[config.mk]
export PLATFORM = sky130hd
export DESIGN_NAME = alu_result_reducer
export DESIGN_NICKNAME = d
export VERILOG_FILES = /design/src/rtl/alu_pkg.sv /design/src/rtl/reducer_fifo2.sv /design/src/rtl/alu_result_reducer.sv
export SDC_FILE = /design/constraint.sdc
export NUM_CORES = 1
export LEC_CHECK = 0
export BUFFER_PORTS_ARGS = -buffer_cell sky130_fd_sc_hd__clkbuf_2
export CAP_MARGIN = 20
export CORE_AREA = 2 2 86 88
export CTS_CLUSTER_DIAMETER = 30
export DETAILED_ROUTE_END_ITERATION = 7
export DIE_AREA = 0 0 88 90
export GPL_TIMING_DRIVEN = 0
export PLACE_DENSITY = 0.79
export SKIP_LAST_GASP = 1
export SYNTH_ARGS = -nofsm -noshare
export SYNTH_HDL_FRONTEND = slang
export SYNTH_SLANG_ARGS = --single-unit
[constraint.sdc]
create_clock -name i_clk -period 3.25 [get_ports i_clk]
set_clock_uncertainty 0.1 [all_clocks]
set_input_delay 0.1625 -clock i_clk [delete_from_list [all_inputs] [get_ports i_clk]]
set_output_delay 0.1625 -clock i_clk [all_outputs]
set_load 0.01 [all_outputs]
[src/rtl/alu_pkg.sv]
// ============================================================================
// Module      : alu_pkg
// Description : Shared fixed-point types, saturation constants, the
//               saturating adder and the reducer record layout.
//               Optional macro ALU_REDUCER_MIN_EN adds a min field.
// Revision    : 1.0 - initial release
// ============================================================================
`default_nettype none

package alu_pkg;

   localparam int INT_W     = 3;
   localparam int FRAC_W    = 5;
   localparam int DATA_W    = INT_W + FRAC_W;
   // Record count field is sized for the largest legal block (255 elements).
   localparam int CNT_REC_W = 8;

   typedef logic signed [DATA_W-1:0] fx_t;

   localparam fx_t FX_MAX = {1'b0, {(DATA_W-1){1'b1}}};
   localparam fx_t FX_MIN = {1'b1, {(DATA_W-1){1'b0}}};

   function automatic logic add_ovf(input fx_t a, input fx_t b);
      logic [DATA_W:0] s;
      s = {a[DATA_W-1], a} + {b[DATA_W-1], b};
      return s[DATA_W] != s[DATA_W-1];
   endfunction

   function automatic fx_t sat_add(input fx_t a, input fx_t b);
      logic [DATA_W:0] s;
      s = {a[DATA_W-1], a} + {b[DATA_W-1], b};
      if (s[DATA_W] != s[DATA_W-1]) begin
         return s[DATA_W] ? FX_MIN : FX_MAX;
      end
      return s[DATA_W-1:0];
   endfunction

   typedef struct packed {
      fx_t                  sum;
      fx_t                  max;
`ifdef ALU_REDUCER_MIN_EN
      fx_t                  min;
`endif
      logic [CNT_REC_W-1:0] cnt;
      logic                 sat;
   } red_rec_t;

   localparam int REC_W = $bits(red_rec_t);

endpackage

`default_nettype wire

[src/rtl/reducer_fifo2.sv]
// ============================================================================
// Module      : reducer_fifo2
// Description : Two-entry in-order synchronous FIFO of reducer records;
//               a push into a full FIFO is accepted when a pop frees the slot.
// Revision    : 1.0 - initial release
// ============================================================================
`default_nettype none

module reducer_fifo2
   import alu_pkg::*;
(
   input  logic             i_clk,
   input  logic             i_rst,
   input  logic             i_push,
   input  logic [REC_W-1:0] i_din,
   input  logic             i_pop,
   output logic [REC_W-1:0] o_dout,
   output logic             o_full,
   output logic             o_empty
);

   logic [REC_W-1:0] mem_q [2];
   logic             rd_ptr_q;
   logic             wr_ptr_q;
   logic [1:0]       count_q;
   logic [1:0]       count_d;
   logic             w_do_pop;
   logic             w_do_push;

   assign o_empty   = (count_q == 2'd0);
   assign o_full    = (count_q == 2'd2);
   assign o_dout    = mem_q[rd_ptr_q];
   assign w_do_pop  = i_pop & ~o_empty;
   assign w_do_push = i_push & (~o_full | w_do_pop);

   always_comb begin
      count_d = count_q;
      unique case ({w_do_push, w_do_pop})
         2'b10:   count_d = count_q + 2'd1;
         2'b01:   count_d = count_q - 2'd1;
         default: count_d = count_q;
      endcase
   end

   // When full, wr_ptr equals rd_ptr, so a push+pop overwrites the departing head.
   always_ff @(posedge i_clk) begin
      if (i_rst) begin
         for (int k = 0; k < 2; k++) begin
            mem_q[k] <= '0;
         end
         rd_ptr_q <= 1'b0;
         wr_ptr_q <= 1'b0;
         count_q  <= 2'd0;
      end else begin
         if (w_do_push) begin
            mem_q[wr_ptr_q] <= i_din;
            wr_ptr_q        <= ~wr_ptr_q;
         end
         if (w_do_pop) begin
            rd_ptr_q <= ~rd_ptr_q;
         end
         count_q <= count_d;
      end
   end

endmodule

`default_nettype wire

[src/rtl/alu_result_reducer.sv]
// ============================================================================
// Module      : alu_result_reducer
// Description : Groups ALU results into blocks, emits saturated sum / max
//               records through a 2-entry FIFO. ALU_REDUCER_MIN_EN adds o_min.
// Revision    : 1.0 - initial release
// ============================================================================
`default_nettype none

module alu_result_reducer
   import alu_pkg::*;
#(
   parameter int BLK_LEN = 4,
   parameter int CNT_W   = $clog2(BLK_LEN + 1)
) (
   input  logic              i_clk,
   input  logic              i_rst,
   input  logic              i_valid,
   input  logic [DATA_W-1:0] i_data,
   input  logic              i_flush,
   input  logic              i_ready,
   output logic              o_valid,
   output logic [DATA_W-1:0] o_sum,
   output logic [DATA_W-1:0] o_max,
`ifdef ALU_REDUCER_MIN_EN
   output logic [DATA_W-1:0] o_min,
`endif
   output logic [CNT_W-1:0]  o_cnt,
   output logic              o_sat,
   output logic              o_overflow
);

   fx_t              w_data;
   fx_t              acc_q,  acc_d,  w_acc_n;
   fx_t              mx_q,   mx_d,   w_mx_n;
   logic [CNT_W-1:0] cnt_q,  cnt_d,  w_cnt_n;
   logic             sat_q,  sat_d,  w_sat_n;
`ifdef ALU_REDUCER_MIN_EN
   fx_t              mn_q,   mn_d,   w_mn_n;
`endif
   logic             ovf_q,  ovf_d;
   logic             w_close;
   logic             w_pop;
   logic             w_full;
   logic             w_empty;
   logic             w_drop;
   red_rec_t         w_rec;
   red_rec_t         w_head;
   logic [REC_W-1:0] w_fifo_dout;
   logic             w_unused_cnt;

   assign w_data = $signed(i_data);

   // Element-updated accumulator values, before any block close.
   always_comb begin
      w_acc_n = acc_q;
      w_mx_n  = mx_q;
      w_cnt_n = cnt_q;
      w_sat_n = sat_q;
`ifdef ALU_REDUCER_MIN_EN
      w_mn_n  = mn_q;
`endif
      if (i_valid) begin
         w_acc_n = sat_add(acc_q, w_data);
         w_sat_n = sat_q | add_ovf(acc_q, w_data);
         w_mx_n  = ((cnt_q == '0) || (w_data > mx_q)) ? w_data : mx_q;
`ifdef ALU_REDUCER_MIN_EN
         w_mn_n  = ((cnt_q == '0) || (w_data < mn_q)) ? w_data : mn_q;
`endif
         w_cnt_n = cnt_q + CNT_W'(1);
      end
   end

   assign w_close = (i_valid & (w_cnt_n == CNT_W'(BLK_LEN)))
                  | (i_flush & (w_cnt_n != '0));

   always_comb begin
      w_rec     = '0;
      w_rec.sum = w_acc_n;
      w_rec.max = w_mx_n;
`ifdef ALU_REDUCER_MIN_EN
      w_rec.min = w_mn_n;
`endif
      w_rec.cnt = CNT_REC_W'(w_cnt_n);
      w_rec.sat = w_sat_n;
   end

   // Stale mx/min after a close are harmless: cnt==0 forces a reload.
   always_comb begin
      acc_d = w_acc_n;
      mx_d  = w_mx_n;
      cnt_d = w_cnt_n;
      sat_d = w_sat_n;
`ifdef ALU_REDUCER_MIN_EN
      mn_d  = w_mn_n;
`endif
      if (w_close) begin
         acc_d = '0;
         cnt_d = '0;
         sat_d = 1'b0;
      end
   end

   assign w_pop  = ~w_empty & i_ready;
   assign w_drop = w_close & w_full & ~w_pop;
   assign ovf_d  = ovf_q | w_drop;

   always_ff @(posedge i_clk) begin
      if (i_rst) begin
         acc_q <= '0;
         mx_q  <= '0;
         cnt_q <= '0;
         sat_q <= 1'b0;
`ifdef ALU_REDUCER_MIN_EN
         mn_q  <= '0;
`endif
         ovf_q <= 1'b0;
      end else begin
         acc_q <= acc_d;
         mx_q  <= mx_d;
         cnt_q <= cnt_d;
         sat_q <= sat_d;
`ifdef ALU_REDUCER_MIN_EN
         mn_q  <= mn_d;
`endif
         ovf_q <= ovf_d;
      end
   end

   reducer_fifo2 u_fifo (
      .i_clk   (i_clk),
      .i_rst   (i_rst),
      .i_push  (w_close),
      .i_din   (w_rec),
      .i_pop   (w_pop),
      .o_dout  (w_fifo_dout),
      .o_full  (w_full),
      .o_empty (w_empty)
   );

   assign w_head       = w_fifo_dout;
   assign w_unused_cnt = ^w_head.cnt;

   assign o_valid    = ~w_empty;
   assign o_sum      = w_head.sum;
   assign o_max      = w_head.max;
`ifdef ALU_REDUCER_MIN_EN
   assign o_min      = w_head.min;
`endif
   assign o_cnt      = w_head.cnt[CNT_W-1:0];
   assign o_sat      = w_head.sat;
   assign o_overflow = ovf_q;

endmodule

`default_nettype wire

==> run_results.csv <==
group,metric,value,unit
run_status,outcome,"finished, final reports clean",
drt,wl_met2,4750,µm
sta,rsz0062_at_grt,"false",
synthesis,ys_ff_latch,66,
worst_setup_path,slowest_delay,0.61,ns
drt,wl_met1,4600,µm
floorplanning,rows,31,
grt,grt_pass1_vias,3314,
sta,slew_headroom,52.4,%
worst_setup_path,start_kind,"register",
grt,grt_use_total,26.8,%
drt,routed_wirelength,10200,µm
cts,root_buffer,"clkbuf_8",
cts,postCtsSetupRepairBufs,0,
finish,layout_commonest_cell,"nor2_1",
cts,clk_latency,0.35,ns
grt,grt-ovfl-total,0,
worst_setup_path,path_class,"register to register",
worst_setup_path,worstPathCellList,"inv_1, ha_1, nor2b_1, o22a_1, nand3b_1, nor3_1, buf_2, nand4_1, nand3_1",
sta,timing.final.crit_share,87.7,%
worst_setup_path,cp_max_fo,10,
grt,antenna_found_initial,0,
sta,finalMaxSlewViolations,0,
drt,avgViaCountPerCell,5.94,
sta,fmax,351,MHz
cts,cts_made_buffers,9,
synthesis,synth_nets,474,
place,hpwl,7580,µm
sta,hold_slack,0.0871,ns
grt,grt_first_pass_wirelength,16300,µm
cts,cts_max_level,3,
place,place_congestion,0.932,
floorplanning,core,7020,µm²
synthesis,syn_inst,441,
sta,tightest_slew,0.709,ns
synthesis,synth.avg_cell_area,9.27,µm²
worst_setup_path,cpMaxStageDelayCell,"nor3_1",
cts,path_clk_slew,0.07,ns
grt,grt_max_degree,21,
drt,num_vias,3498,
floorplanning,fp.dieH,90,µm
floorplanning,ios,35,
drt,drc,0,
drt,drt_iter0_drc,282,
drt,firstDrtPassIters,6,
drt,wl_per_cell,17.4,µm
finish,area_delta_synth_final,13.2,%
drt,wl_met3,632,µm
power_and_ir_drop,power_density,604,nW/µm²
place,portBuffers,32,
sta,post-route-min-period,2.85,ns
sta,setup_viol,0,
synthesis,synth_cell_types,58,
sta,hold_violations,0,
synthesis,yosysWarnings,0,
worst_setup_path,arrival,2.94,ns
min_path,worst_hold_path_type,"primary input to register",
synthesis,async_flop_share,0,%
drt,top_layer,"met4",
power_and_ir_drop,max-vdd-ir-drop,0.325,mV
finish,drive_gt1_share,18.2,%
worst_setup_path,required,3.34,ns
sta,tns,0,ns
drt,final_antenna_net_count,0,
floorplanning,dieArea,7920,µm²
finish,insertedDiodeCount,0,
power_and_ir_drop,p_leak,1.92,nW
finish,mostFrequentLayoutCells,"nor2_1, edfxtp_1, clkbuf_2",
synthesis,synth_ff_type,"edfxtp_1",
floorplanning,die_width,88,µm
synthesis,synth_edf_count,40,
cts,cts_tree,"built",
cts,clock_path_buffers,2,
synthesis,yosysSeqAreaShare,42.1,%
flow_run,drv_cap,0,
floorplanning,floorplan.initialDensity,58.3,%
worst_setup_path,end_kind,"register",
finish,fin_nets,518,
cts,cts_sinks,66,
synthesis,synth.cell_area,4090,µm²
==> layout make-up <==
| type | count | area (µm²) |
|---|---|---|
| Timing Repair Buffer | 33 | 175 |
| Fill cell | 589 | 2390 |
| Inverter | 17 | 63.8 |
| Sequential cell | 66 | 1720 |
| Tap cell | 99 | 124 |
| Clock buffer | 11 | 131 |
| Clock inverter | 5 | 103 |
| Buffer | 28 | 116 |
| Multi-Input combinational cell | 330 | 2190 |
==> logic make-up (layout without fill, tap and decap cells) <==
family	count (synthesis)	in the layout	synth area share, %
buf+inv	45	94	4.40
simple gates	194	194	23.6
mux	30	30	7.95
compound gates	74	74	12.7
xor+xnor	11	11	2.69
fa+ha+maj	21	21	6.58
flops	66	66	42.1
==> what timing repair did <==
action / 4_1_cts / 5_1_grt
hold buffers: 0 / 0
endpoints found under the setup margin: 0 / 20
gates resized for setup: 0 / 1
==> per-stage QoR <==
| stage | util, % | power (W) | instances | setup slack (ns) | area, µm² |
|---|---|---|---|---|---|
| 2_1_floorplan | - | 0.00171 | 441 | 0.555 | 4090 |
| 3_3_place_gp | 62.3 | 0.00195 | 572 | -0.118 | 4370 |
| 3_5_place_dp | 62.6 | 0.00198 | 573 | 0.179 | 4390 |
| 4_1_cts | 65.9 | 0.00279 | 589 | 0.163 | 4630 |
| 5_1_grt | 65.9 | 0.00294 | 589 | 0.256 | 4630 |
| 6_report | 65.9 | 0.00280 | 589 | 0.400 | 4630 |
==> critical path, delay by kind of cell, from the launching register on <==
kind / cells / cell delay, ns
and+or+nand+nor: 5 / 1.22
DFF: 1 / 0.41
buffers and inverters: 2 / 0.41
AOI/OAI and AO/OA: 1 / 0.19
adders and majority gates: 1 / 0.35
==> Yosys cell counts, types with 10 or more instances <==
cell / instances / area share [%]
a211oi_1: 12 / 2.2
clkbuf_1: 19 / 1.7
dfxtp_1: 26 / 13
edfxtp_1: 40 / 29
ha_1: 19 / 5.8
inv_1: 17 / 1.6
mux2_2: 20 / 5.5
mux2i_1: 10 / 2.4
nand2_1: 28 / 2.6
nand3_1: 18 / 2.2
nand4_1: 16 / 2.4
nor2_1: 66 / 6.1
nor3_1: 16 / 2.0
o21ai_0: 19 / 2.3
or3_1: 17 / 2.6
==> flip-flops by register name, indices dropped and copies added, names as in the netlist, named ones only <==
signal and cells:
u_fifo.mem_q 40, acc_q 8, mx_q 8, cnt_q 3
u_fifo.count_q 2, o_overflow 1, sat_q 1, u_fifo.rd_ptr_q 1
u_fifo.wr_ptr_q 1
==> routing by layer <==
layer / global-route usage (%) / vias up
li1: - / 1691
met1: 37.4 / 1654
met2: 40.5 / 131
met3: 5.60 / 22
met4: 10.6 / 0
met5: 0 / -
==> final timing paths <==
path | startpoint | endpoint | slack [ns] | depth (start not counted)
worst max-delay path | cnt_q[0]$_SDFF_PP0_ | u_fifo.mem_q[0][10]$_SDFFCE_PN0P_ | 0.40 | 9
worst min-delay path | i_data[7] | mx_q[7]$_SDFF_PP0_ | 0.09 | 2
worst max register to register | cnt_q[0]$_SDFF_PP0_ | u_fifo.mem_q[0][10]$_SDFFCE_PN0P_ | 0.40 | 9
worst min register to register | o_overflow$_SDFF_PP0_ | o_overflow$_SDFF_PP0_ | 0.40 | 2
==> power by group <==
| part | internal (W) | switching (W) | total, W | leakage (nW) |
|---|---|---|---|---|
| clock | 0.000509 | 0.000313 | 0.000822 | 0.115 |
| sequential | 0.00100 | 0.0000547 | 0.00106 | 0.634 |
| combinational | 0.000378 | 0.000540 | 0.000917 | 1.18 |
| total | 0.00189 | 0.000907 | 0.00280 | 1.92 |
No activity file was read; power rests on OpenSTA's default activity.
